[src/rtl/w_sched_gen.sv]
// w_sched_gen: SHA-256 message-schedule generator; loads W[0..15] into w_ram, expands W[16..63] in place.
// Ports: start/busy/done control; msg_valid/msg_ready/msg_data word stream (W[0] first);
// ram_we/ram_addr_W/ram_data_in drive the w_ram write port (combinational during writes);
// ram_addr_R1..R4 (registered) select W[t-2], W[t-7], W[t-15], W[t-16]; ram_data_out1..4 return them a cycle later.
// Define W_SCHED_PIPE_EN for one-word-per-cycle expansion; otherwise expansion alternates address/write phases.
module w_sched_gen #(
  parameter int BW = 31,
  parameter int wAddr_BW = 5
) (
  input  logic                clk,
  input  logic                rst,
  input  logic                start,
  input  logic                msg_valid,
  input  logic [BW:0]         msg_data,
  output logic                msg_ready,
  output logic                ram_we,
  output logic [wAddr_BW:0]   ram_addr_W,
  output logic [BW:0]         ram_data_in,
  output logic [wAddr_BW:0]   ram_addr_R1,
  output logic [wAddr_BW:0]   ram_addr_R2,
  output logic [wAddr_BW:0]   ram_addr_R3,
  output logic [wAddr_BW:0]   ram_addr_R4,
  input  logic [BW:0]         ram_data_out1,
  input  logic [BW:0]         ram_data_out2,
  input  logic [BW:0]         ram_data_out3,
  input  logic [BW:0]         ram_data_out4,
  output logic                busy,
  output logic                done
);
  localparam int AW = wAddr_BW + 1;
  localparam logic [wAddr_BW:0] C2 = 2, C7 = 7, C15 = 15, C16 = 16, C63 = 63;
  typedef enum logic [1:0] {IDLE, LOAD, EXPAND, FIN} state_t;
  state_t state;
  logic [wAddr_BW:0] t;
  logic [wAddr_BW:0] wr_idx;
  logic ph;
  logic load_wr;
  logic exp_wr;
  logic [BW:0] w_new;
  function automatic logic [BW:0] sig0(input logic [BW:0] x);
    return {x[6:0], x[31:7]} ^ {x[17:0], x[31:18]} ^ (x >> 3);
  endfunction
  function automatic logic [BW:0] sig1(input logic [BW:0] x);
    return {x[16:0], x[31:17]} ^ {x[18:0], x[31:19]} ^ (x >> 10);
  endfunction
  function automatic logic [4*AW-1:0] raddr(input logic [wAddr_BW:0] x);
    return {x - C2, x - C7, x - C15, x - C16};
  endfunction
  assign w_new = sig1(ram_data_out1) + ram_data_out2 + sig0(ram_data_out3) + ram_data_out4;
  assign load_wr = (state == LOAD) && msg_valid;
  // ph marks the cycle whose read data is valid, i.e. the write cycle
  assign exp_wr = (state == EXPAND) && ph;
  assign ram_we = load_wr | exp_wr;
  assign ram_addr_W = (state == LOAD) ? t : exp_wr ? wr_idx : '0;
  assign ram_data_in = load_wr ? msg_data : exp_wr ? w_new : '0;
`ifndef W_SCHED_PIPE_EN
  assign wr_idx = t;
`endif
  always_ff @(posedge clk) begin
    if (rst) begin
      state <= IDLE;
      t <= '0;
      ph <= 1'b0;
      busy <= 1'b0;
      done <= 1'b0;
      msg_ready <= 1'b0;
      {ram_addr_R1, ram_addr_R2, ram_addr_R3, ram_addr_R4} <= '0;
`ifdef W_SCHED_PIPE_EN
      wr_idx <= '0;
`endif
    end else begin
      done <= 1'b0;
      case (state)
        IDLE: if (start) begin
          state <= LOAD;
          busy <= 1'b1;
          msg_ready <= 1'b1;
          t <= '0;
        end
        LOAD: if (msg_valid) begin
          if (t == C15) begin
            state <= EXPAND;
            msg_ready <= 1'b0;
            t <= C16;
            ph <= 1'b0;
            {ram_addr_R1, ram_addr_R2, ram_addr_R3, ram_addr_R4} <= raddr(C16);
          end else t <= t + 1'b1;
        end
`ifdef W_SCHED_PIPE_EN
        // t is the index whose addresses are on the bus; wr_idx trails it by one
        EXPAND: if (ph && wr_idx == C63) begin
          state <= FIN;
          busy <= 1'b0;
          done <= 1'b1;
        end else begin
          ph <= 1'b1;
          wr_idx <= t;
          if (t != C63) begin
            t <= t + 1'b1;
            {ram_addr_R1, ram_addr_R2, ram_addr_R3, ram_addr_R4} <= raddr(t + 1'b1);
          end
        end
`else
        EXPAND: if (!ph) ph <= 1'b1;
        else if (t == C63) begin
          state <= FIN;
          busy <= 1'b0;
          done <= 1'b1;
        end else begin
          ph <= 1'b0;
          t <= t + 1'b1;
          {ram_addr_R1, ram_addr_R2, ram_addr_R3, ram_addr_R4} <= raddr(t + 1'b1);
        end
`endif
        FIN: begin
          state <= IDLE;
          t <= '0;
          ph <= 1'b0;
          {ram_addr_R1, ram_addr_R2, ram_addr_R3, ram_addr_R4} <= '0;
        end
        default: state <= IDLE;
      endcase
    end
  end
endmodule

[config.mk]
export PLATFORM = sky130hd
export DESIGN_NAME = w_sched_gen
export DESIGN_NICKNAME = d
export VERILOG_FILES = /design/src/rtl/w_sched_gen.sv
export SDC_FILE = /design/constraint.sdc
export NUM_CORES = 1
export LEC_CHECK = 0
export CORE_ASPECT_RATIO = 1.5
export CORE_MARGIN = 1.5
export CORE_UTILIZATION = 35
export DETAILED_ROUTE_END_ITERATION = 12
export PLACE_DENSITY = 0.64
export SETUP_SLACK_MARGIN = 0.2
export SLEW_MARGIN = 20
export SYNTH_ARGS = -nofsm -noshare
export SYNTH_HDL_FRONTEND = slang
export SYNTH_SLANG_ARGS = --single-unit
[constraint.sdc]
create_clock -name clk -period 18.1 [get_ports clk]
set_input_delay 4.525 -clock clk [delete_from_list [all_inputs] [get_ports clk]]
set_output_delay 4.525 -clock clk [all_outputs]
set_load 0.01 [all_outputs]
# Word level (Yosys, flattened, before mapping)
# Cells that the tools add are included.
# totals
reg_bits	36
latch_bits	0
ramBits	0
mem_bits_ro	0
in_bits	164
out_inout_bits	66
memories	0
# classes
addsub	8
mul	0
div_mod_pow	0
magnitude_cmp	0
eq_ne	11
shift	0
muxes	46
bitwise	7
reduce_logical	13
# ops
op	n
2-to-1 mux 6 bit	23
adder 32 bit	3
case mux 6 bit (3 select lines)	4
2-to-1 mux 32 bit	2
XOR 32 bit	2
XOR 32 x 22 -> 32 bit	1
XOR 32 x 29 -> 32 bit	1
case mux 6 bit (4 select lines)	1
AND reduction 4 bit	3
2-to-1 mux 2 bit	5
AND reduction 5 bit	2
inequality test 2 bit (second input constant)	4
case mux 2 bit (4 select lines)	1
2-to-1 mux 1 bit	7
adder 6 x 1 -> 6 bit (second input constant)	1
equality test 6 x 4 -> 1 bit (second input constant)	1
equality test 6 bit (second input constant)	1
subtractor 6 x 2 -> 6 bit (second input constant)	1
subtractor 6 x 3 -> 6 bit (second input constant)	1
subtractor 6 x 4 -> 6 bit (second input constant)	1
subtractor 6 x 5 -> 6 bit (second input constant)	1
equality test 2 bit (second input constant)	2
inequality test 2 x 1 -> 1 bit (second input constant)	2
case mux 1 bit (2 select lines)	2
other kinds (10)	13

# Longest topological paths before layout
# Gate-level depths: netlist (run 1).
# depth
word_depth	7
mapped_depth	15
ltp_nobuf	15

# Worst setup path before layout (run 1)
# Ideal clock, no wire load.
# synth_timing
path_kind	input-to-output
start	in ram_data_out1[20]
end	out ram_data_in[25]
arrival_time_ns	8.010
slack_ns	5.565
stages	14
n_path_buf	0
path_cell_list	xor2_1 > xnor2_1 > fa_1 > fa_1 > inv_1 > ha_1 > fa_1 > a21o_1 > a311o_1 > a31oi_4 > o21ai_1 > a21boi_0 > xor2_1 > o21ai_0
# synth_between
elab_chain_cells	7
# synth_lines
element	line	text
start: declaration	23	input logic [BW:0] ram_data_out1,
XOR 32 bit	44	return {x[16:0], x[31:17]} ^ {x[18:0], x[31:19]} ^ (x >> 10);
XOR 32 x 22 -> 32 bit (*)	44	
adder 32 bit (*) (3 in series)	49	assign w_new = sig1(ram_data_out1) + ram_data_out2 + sig0(ram_data_out3) + ram_data_out4;
2-to-1 mux 32 bit (*) (2 in series)	55	assign ram_data_in = load_wr ? msg_data : exp_wr ? w_new : '0;
end: declaration	18	output logic [BW:0] ram_data_in,
# Mark *: on every way between the ends. The rest lies on a longest branch, timed or not.

# Worst setup path after layout (run 1)
# layout_timing
start	in ram_data_out1[11]
end	out ram_data_in[31]
# Same word-level chain as after synthesis.

==> flow_summary.yaml, run 1 <==
run_status:
  status: "complete, no violations"
power_and_ir_drop:
  pwr-share-comb_pct: 82.0
  switching_share_pct: 50.89
  power.density_mw_per_mm2: 112.6
  vdd_ir_drop_max_mv: 0.03734
  clock_power_share_pct: 8.6
  power_leakage_nw: 3.776
  p_int_uw: 491.7
  power.total_mw: 1.001
  pwr-share-seq_pct: 9.4
  p_switching_uw: 509.5
clock_network:
  cts_tree: "yes"
  clock_sinks: 32
  cts_buffers: 5
  cts_setup_buffers: 0
  cts_htree_levels: 2
  cts_root_buf: "clkbuf_16"
  cts_resized: 0
  cts-hold-fix-buffers: 0
  clk_pin_slew_ns: 0.05
  ctsLongestPathBuffers: 2
  clkLatencyLatePin_ns: 0.27
logic_synthesis:
  ys_warn_count: 0
  synth_flop_cell: "dfxtp_1"
  async_reset_ff_share_pct: 0
  synth_area_mm2: 0.006309
  syn-num-nets: 1067
  yosys_register_bits: 32
  ys_types: 59
  yosysSeqAreaShare_pct: 10.15
  syn_area_per_cell_um2: 7.866
  synth_cells: 802
  synth_edf_count: 0
worst_setup_path:
  cp.arrival_ns: 9.35
  cp_slowest_stage_delay_ns: 0.62
  crit_path_frequent_cell: "fa_1"
  crit_required_ns: 13.57
  crit_buf_inv: 3
  crit_slowest_cell: "clkdlybuf4s50_1"
  cp-end-kind: "primary output"
  crit_family: "compound AO/OA/AOI/OAI gates"
  crit_path_start_kind: "input pin"
  cp_max_fo: 5
  critPathKind: "input pin to primary output"
  critical_path_depth: 15
  reg2regPathDepth: 7
  crit_chain: "clkdlybuf4s50_1 > xnor2_1 > fa_1 > fa_1 > inv_1 > ha_1 > fa_1 > a21o_1 > a311o_1 > a31oi_4 > o31a_4 > a21oi_2 > a2111o_1 > o211ai_2 > clkdlybuf4s50_1"
run:
  maxCapViolCount: 0
floorplanning:
  die_area_mm2: 0.01886
  coreArea_mm2: 0.01779
  std_cell_rows: 60
  die_y_um: 167.4
  start_util_pct: 35.46
  pin_count: 230
  dieWidth_um: 112.6
timing:
  max_freq_ghz: 0.07205
  fin_skew_ns: 0.004767
  fin_crit_ns: 13.88
  fin_crit_sh_pct: 76.68
  rsz0062_at_grt: "false"
  finalMaxSlewViolations: 0
  slew_headroom_pct: 35.70
  hold_violations: 0
  setup_viol: 0
  setup_tns_ns: 0
  tightest_slew_ns: 0.9610
routing:
  wirelength_mm: 19.93
  ant_nets: 0
  drt_iter0_drc: 294
  detail_route.drc_violations: 0
  viasPerCell: 4.850
  wl_per_cell_um: 16.27
  vias: 5941
  dr.pass1.iters: 6
layout:
  drive_gt1_share_pct: 1.687
  diodes: 0
  syn_to_final_growth_pct: 40.92
  fin_nets: 1273
  utilization_pct: 49.96
global_route:
  antenna_found_initial: 0
  grt_max_degree: 33
  gr-usage-met1_pct: 21.66
  grt.overflow.total: 0
  busiest_layer: "met2"
  grt_use_total_pct: 21.28
  met3_usage_pct: 3.257
  grtUsageMet2_pct: 41.17
  grt_pass1_wl_mm: 31.17
  grt_pass1_vias: 6224
worst_hold_path:
  holdCritPathClass: "flip-flop to flip-flop"
  min_path_cells: 2
place:
  dp_hpwl_mm: 18.05
  routabilityCongestion: 0.9142
  io_buffers: 229
Yosys cell counts (3+ instances only):
master    count  area, um2
a21oi_1      49      245.2
a22oi_1       5      37.54
nor2b_1       9      56.30
xnor2_1      88      770.7
buf_4         5      37.54
nand2_1      79      296.5
o211ai_1      3      22.52
buf_2         3      15.01
o21ai_1      10      50.05
o21ai_0      54      270.3
nand2b_1      3      18.77
xor2_1       70      613.1
and2_1        6      37.54
inv_1       129      484.2
a21boi_0      5      37.54
nand4_1       9      56.30
nor3_1        4      20.02
nand3_1      16      80.08
a22o_1        6      52.55
a211oi_1      4      30.03
dfxtp_1      32      640.6
nor2_1       33      123.9
o21bai_1      3      22.52
ha_1         39      488.0
mux2i_1       6      60.06
clkbuf_1     21      78.83
a21o_1        8      60.06
fa_1         62       1241
cell families (layout without fill, tap and decap cells):
kind of cell | count (synthesis) | count (layout) | share of synthesized area (%)
compound gates | 171 | 171 | 16.80
xor+xnor | 158 | 158 | 21.94
fa+ha+maj | 101 | 101 | 27.41
buf+inv | 160 | 366 | 10.02
flops | 32 | 32 | 10.15
mux | 6 | 6 | 0.9520
simple gates | 174 | 174 | 12.73
tightest hold or removal path, cell delays in order, from the launching register on:
cell and delay (ns):
dfxtp_1 0.30, nand2_1 0.05, o21ai_1 0.05
power by group through the flow:
stage          registers [mW]  logic, mW  clock network (mW)
2_1_floorplan          0.0972      0.569                   0
3_3_place_gp           0.0941      0.819                   0
3_5_place_dp           0.0954      0.821                   0
4_1_cts                0.0940      0.825              0.0879
5_1_grt                0.0961      0.916              0.0918
6_report               0.0944      0.821              0.0859
state kept, by name (all words and copies together) (netlist names):
name,count
ram_addr_R1,6
ram_addr_R2,6
t,6
ram_addr_R4,5
ram_addr_R3,3
state,2
busy,1
done,1
msg_ready,1
ph,1
layout by cell type, fill, tap and decap left out, types with 3 or more instances in the layout:
master,n
clkdlybuf4s50_1,229
inv_1,129
xnor2_1,88
nand2_1,79
xor2_1,70
fa_1,62
o21ai_0,54
a21oi_1,49
ha_1,39
nor2_1,33
dfxtp_1,32
nand3_1,15
o21ai_1,10
nand4_1,9
nor2b_1,9
a21o_1,8
and2_1,6
a22o_1,6
mux2i_1,6
a21boi_0,5
a22oi_1,5
clkbuf_16,5
nor3_1,4
a211oi_1,4
o211ai_1,3
o21bai_1,3
nand2b_1,3
final cells by class:
class / instances / area (um2)
timing repair buffer: 230 / 2300
inverter: 129 / 484.2
clock buffer: 7 / 152.6
tap: 217 / 271.5
multi-input combinational: 610 / 5041
fill: 1724 / 8902
sequential: 32 / 640.6
per-stage QoR:
stage	instances	setup WS, ns	area (um2)	hold WS [ns]
floorplan	802	5.565	6309	0.4697
global placement	1218	4.260	8732	0.4319
detailed placement	1218	4.219	8732	0.4396
CTS	1225	4.229	8885	0.4452
global route	1225	3.910	8890	0.4629
finish	1225	4.221	8890	0.4446
final timing paths:
| kind | from | endpoint | slack, ns |
|---|---|---|---|
| max reg2reg | t[0] | ram_addr_R4[1] | 15.49 |
| min | ram_addr_R3[4] | ram_addr_R3[4] | 0.44 |
| max | ram_data_out1[11] | ram_data_in[31] | 4.22 |
| min reg2reg | ram_addr_R3[4] | ram_addr_R3[4] | 0.44 |
per-layer routing:
layer  wire (um)  vias up
met4        1068        0
met2       10550      228
li1            -     2999
met3        1094       41
met1        7220     2673
met5           0        -
(Power assumes the default switching activity.)
==> inputs of run 2 (changes only) <==
- PLACE_DENSITY: 0.64 -> 0.67
- clock period: 18.1 -> 12.7 ns (I/O delays scaled with it)
==> flow_summary.yaml, run 2 (synthesis gave the netlist of run 1 again) <==
clock_network:
  cts-hold-fix-buffers: 0
  clkLatencyLatePin_ns: 0.28
  cts_buffers: 5
  cts_root_buf: "clkbuf_16"
  ctsLongestPathBuffers: 2
  clock_sinks: 32
  cts_resized: 0
  cts_tree: "yes"
  clk_pin_slew_ns: 0.05
  cts_htree_levels: 2
  cts_setup_buffers: 0
layout:
  drive_gt1_share_pct: 1.784
  final_common_cell: "clkdlybuf4s50_1"
  mostFrequentLayoutCells: "229 x clkdlybuf4s50_1, 129 x inv_1, 88 x xnor2_1, 79 x nand2_1, 70 x xor2_1"
  syn_to_final_growth_pct: 41.15
  final_cells: 1226
  fin_nets: 1273
  diodes: 0
run:
  maxCapViolCount: 0
power_and_ir_drop:
  power.total_mw: 1.465
  vdd_ir_drop_max_mv: 0.05565
  power.density_mw_per_mm2: 164.5
  power_leakage_nw: 3.780
timing:
  hold_violations: 0
  setup_tns_ns: 0
  slew_headroom_pct: 38.87
  tightest_slew_ns: 0.9135
  setup_viol: 0
  rsz0062_at_grt: "false"
  max_freq_ghz: 0.08969
  finalMaxSlewViolations: 0
  fin_skew_ns: 0.004486
  fin_crit_ns: 11.15
  fin_crit_sh_pct: 87.79
global_route:
  busiest_layer: "met2"
  grt_max_degree: 34
  grt_use_total_pct: 22.37
  antenna_found_initial: 0
  grt.overflow.total: 0
  grt_pass1_wl_mm: 32.80
  met3_usage_pct: 3.257
  gr-usage-met1_pct: 22.69
  grt_pass1_vias: 6278
  grtUsageMet2_pct: 45.60
floorplanning:
  std_cell_rows: 60
  start_util_pct: 35.46
  coreArea_mm2: 0.01779
  dieWidth_um: 112.6
  die_area_mm2: 0.01886
  pin_count: 230
  die_y_um: 167.4
worst_setup_path:
  endpoint: "ram_data_in[31]"
  cp_max_fo: 5
  cp-end-kind: "primary output"
  crit_required_ns: 9.52
  reg2regPathDepth: 7
  critPathKind: "input pin to primary output"
  reg2reg_setup_slack_ns: 10.12
  crit_path_start_kind: "input pin"
  r2r_end: "ram_addr_R4[2]"
  startpoint: "ram_data_out1[20]"
  reg2reg_from: "t[0]"
  cp.arrival_ns: 7.97
place:
  dp_hpwl_mm: 18.79
  dp_cells: 1218
  io_buffers: 229
  routabilityCongestion: 0.9061
routing:
  vias: 6030
  viasPerCell: 4.918
  ant_nets: 0
  drt_iter0_drc: 290
  detail_route.drc_violations: 0
  dr.pass1.iters: 4
  wirelength_mm: 21.00
  wl_per_cell_um: 17.13
run_status:
  status: "complete, no violations"
worst_hold_path:
  holdCritPathClass: "flip-flop to flip-flop"
run 2: how the worst min path moves through the flow:
stage / start / end / slack, ns / depth (start not counted)
global route: ram_addr_R3[4] / ram_addr_R3[4] / 0.47 / 2
detailed placement: ram_addr_R3[4] / ram_addr_R3[4] / 0.44 / 2
CTS: ram_addr_R3[4] / ram_addr_R3[4] / 0.44 / 2
finish: ram_addr_R3[4] / ram_addr_R3[4] / 0.44 / 2
global placement: ram_addr_R1[4] / ram_addr_R1[4] / 0.43 / 2
floorplan: ram_addr_R1[4] / ram_addr_R1[4] / 0.47 / 2
run 2: area by class of cell:
cell class,instances,area [um2]
fillers,1716,8887
multi-input cells,610,5041
repair buffers,230,2300
flip-flops and latches,32,640.6
inverters,129,484.2
well taps,217,271.5
clock buffers,5,125.1
clock inverters,3,42.54
run 2: routing by layer:
metal / up-vias / share of wire, %
met5: - / 0
met4: 0 / 3.1
met3: 30 / 5.6
met2: 226 / 56
met1: 2784 / 35
li1: 2990 / -
run 2: critical path: stages:
cell	delay (ns)
clkdlybuf4s50_1	0.55
xor2_1	0.18
xnor2_1	0.16
fa_1	0.47
fa_1	0.54
inv_1	0.04
ha_1	0.22
fa_1	0.41
a21o_1	0.23
a311o_1	0.41
a31oi_4	0.28
o31a_4	0.20
a21oi_2	0.08
a2111o_1	0.39
o211ai_2	0.07
clkdlybuf4s50_1	0.56
run 2: report_power, final:
group	internal [mW]	total, mW	switching, mW	leakage, nW
sequential	0.119	0.133	0.0144	0.260
clock	0.0920	0.136	0.0445	0.0798
combinational	0.501	1.19	0.694	3.44
run 2: metrics by stage:
step	hold WS [ns]	cell area, um2	worst slack (ns)	util, %
floorplan	0.4697	6309	2.865	-
global placement	0.4329	8732	1.559	49.08
detailed placement	0.4362	8737	1.531	49.11
CTS	0.4436	8905	1.526	50.05
global route	0.4670	8905	1.265	50.05
finish	0.4386	8905	1.551	50.05
==> inputs of run 3 (changes only) <==
- ABC_AREA: default -> 1
- PLACE_DENSITY: 0.67 -> 0.65
==> flow_summary.yaml, run 3 <==
logic_synthesis:
  synthMostInstantiatedCell: "nand2_1"
  syn-num-nets: 1374
  synth_flop_cell: "dfxtp_1"
  synth_area_mm2: 0.007058
  synthTopCellsByArea: "nand2_1 19%, fa_1 18%, inv_1 13%"
  yosys_register_bits: 32
  async_reset_ff_share_pct: 0
  yosys.area.top_type: "nand2_1"
  synth_common_cells: "360 x nand2_1, 248 x inv_1, 74 x xnor2_1, 62 x fa_1"
  ys_types: 38
  synth_cells: 1109
  yosysSeqAreaShare_pct: 9.076
  syn_area_per_cell_um2: 6.364
  ys_warn_count: 0
  yosysTopAreaCellShare_pct: 19.15
  synth_edf_count: 0
global_route:
  grt_pass1_vias: 7317
  grt_pass1_wl_mm: 36.06
  grt.overflow.total: 0
  grt_max_degree: 35
  antenna_found_initial: 1
  grt_use_total_pct: 22.01
clock_network:
  cts_resized: 0
  cts_buffers: 5
  cts_setup_buffers: 0
  clk_pin_slew_ns: 0.05
  clock_sinks: 32
  clkLatencyLatePin_ns: 0.28
  ctsLongestPathBuffers: 2
  cts_tree: "yes"
  cts_root_buf: "clkbuf_16"
  cts-hold-fix-buffers: 0
  cts_htree_levels: 2
place:
  io_buffers: 229
  dp_hpwl_mm: 21.06
  routabilityCongestion: 0.9544
  dp_cells: 1584
layout:
  final_cells: 1592
  syn_to_final_growth_pct: 38.34
  mostFrequentLayoutCells: "360 x nand2_1, 248 x inv_1, 229 x clkdlybuf4s50_1, 74 x xnor2_1, 62 x fa_1"
  utilization_pct: 49.35
  drive_gt1_share_pct: 1.802
  seq_area_um2: 640.6
  final_common_cell: "nand2_1"
  diodes: 0
  fill_cells: 2018
  multiInputGateArea_mm2: 0.005385
  fin_nets: 1596
timing:
  fin_hold_ws_ns: 0.4465
  fin_skew_ns: 0.002786
  fin_crit_ns: 10.73
  setup_tns_ns: 0
  fin_crit_sh_pct: 84.51
  slew_headroom_pct: 50.74
  setup_viol: 0
  rsz0062_at_grt: "false"
  tightest_slew_ns: 0.7366
  finalMaxSlewViolations: 0
  max_freq_ghz: 0.09318
  hold_violations: 0
worst_setup_path:
  crit_path_frequent_cell: "nand2_1"
  crit_path_start_kind: "input pin"
  cp_max_fo: 5
  crit_required_ns: 9.52
  crit_chain: "clkdlybuf4s50_1 > xnor2_1 > xor2_1 > fa_1 > fa_1 > inv_1 > ha_1 > fa_1 > nand3_1 > nand3_1 > nand2_1 > nand2_1 > nand2_1 > nand2_1 > nand2_1 > nand2_1 > nand2_1 > nand3_1 > nand2_1 > clkdlybuf4s50_1"
  critPathKind: "input pin to primary output"
  crit_buf_inv: 3
  cp_slowest_stage_delay_ns: 0.58
  crit_family: "adder cells"
  crit_slowest_cell: "clkdlybuf4s50_1"
  cp.arrival_ns: 7.56
  cp-end-kind: "primary output"
routing:
  viasPerCell: 4.565
  detail_route.drc_violations: 0
  vias: 7267
  wl_per_cell_um: 14.56
  ant_nets: 0
  dr.pass1.iters: 5
  wirelength_mm: 23.18
  drt_iter0_drc: 234
floorplanning:
  dieWidth_um: 118.9
  pin_count: 230
  start_util_pct: 35.67
  die_area_mm2: 0.02104
  coreArea_mm2: 0.01979
  std_cell_rows: 63
  die_y_um: 176.9
power_and_ir_drop:
  power.density_mw_per_mm2: 159.6
  power_leakage_nw: 4.983
  vdd_ir_drop_max_mv: 0.05936
run:
  maxCapViolCount: 0
run_status:
  status: "complete, no violations"
worst_hold_path:
  holdCritPathClass: "flip-flop to flip-flop"
## run 3: cell count changes in the layout (fill, tap and decap cells not counted), sizes merged, moves of 10 or more
cell	delta
inv	+121
o21ai	-39
a21oi	-11
xnor2	-14
nand2	+283
nor2	+29
nand3	+35
xor2	-10
## run 3: final timing paths
path	startpoint	endpoint	slack [ns]	cells after the start
worst min-delay path	busy	busy	0.45	2
worst max-delay path	ram_data_out1[18]	ram_data_in[25]	1.97	20
worst min register to register	busy	busy	0.45	2
worst max register to register	t[0]	ram_addr_R1[3]	10.51	13
## run 3: cells by family (layout without fill, tap and decap cells)
kind of cell             after synthesis  in the layout  share of synthesized area (%)
AO/OA/AOI/OAI                         77             77                          6.240
XOR/XNOR                             134            134                          16.63
adder cells (fa/ha/maj)              101            101                          24.50
buffers and inverters                267            490                          14.63
flip-flops                            32             32                          9.076
AND/OR/NAND/NOR                      498            498                          28.93
## run 3: cell type report
cell class | count | share of cell area, %
flip-flops and latches | 32 | 6.561
multi-input cells | 810 | 55.15
clock inverters | 2 | 0.3588
clock buffers | 6 | 1.320
well taps | 260 | 3.332
repair buffers | 231 | 23.63
inverters | 251 | 9.649
## run 3: report_power, final
| part | total (mW) | leakage (nW) | switching, mW | internal, mW |
|---|---|---|---|---|
| clock | 0.135 | 0.0808 | 0.0431 | 0.0921 |
| sequential | 0.140 | 0.261 | 0.0179 | 0.122 |
| combinational | 1.28 | 4.64 | 0.794 | 0.489 |
| total | 1.56 | 4.98 | 0.855 | 0.703 |
## run 3: worst reg2reg max path: stages, from the launching register on
cell     delay, ns
dfxtp_1       0.50
ha_1          0.26
nor2_1        0.06
nor2_1        0.36
inv_1         0.16
ha_1          0.22
inv_1         0.06
nor2_1        0.05
inv_1         0.07
nand2_1       0.07
inv_1         0.06
nor2_1        0.04
nor2_1        0.10
nor2_1        0.04
## run 3: metrics by stage
stage | total power [mW] | cell area [um2] | setup slack, ns
floorplan | 1.020 | 7058 | 3.278
global placement | 1.409 | 9600 | 1.971
detailed placement | 1.421 | 9600 | 1.896
CTS | 1.563 | 9764 | 1.895
global route | 1.738 | 9764 | 1.674
finish | 1.558 | 9764 | 1.968
## run 3: routing by layer
metal,GRT usage (%),wire length [um],up-vias
li1,-,-,3723
met1,21.21,8153,3251
met2,45.74,12870,249
met3,3.286,1238,42
met4,8.635,903,2
met5,0,12,-
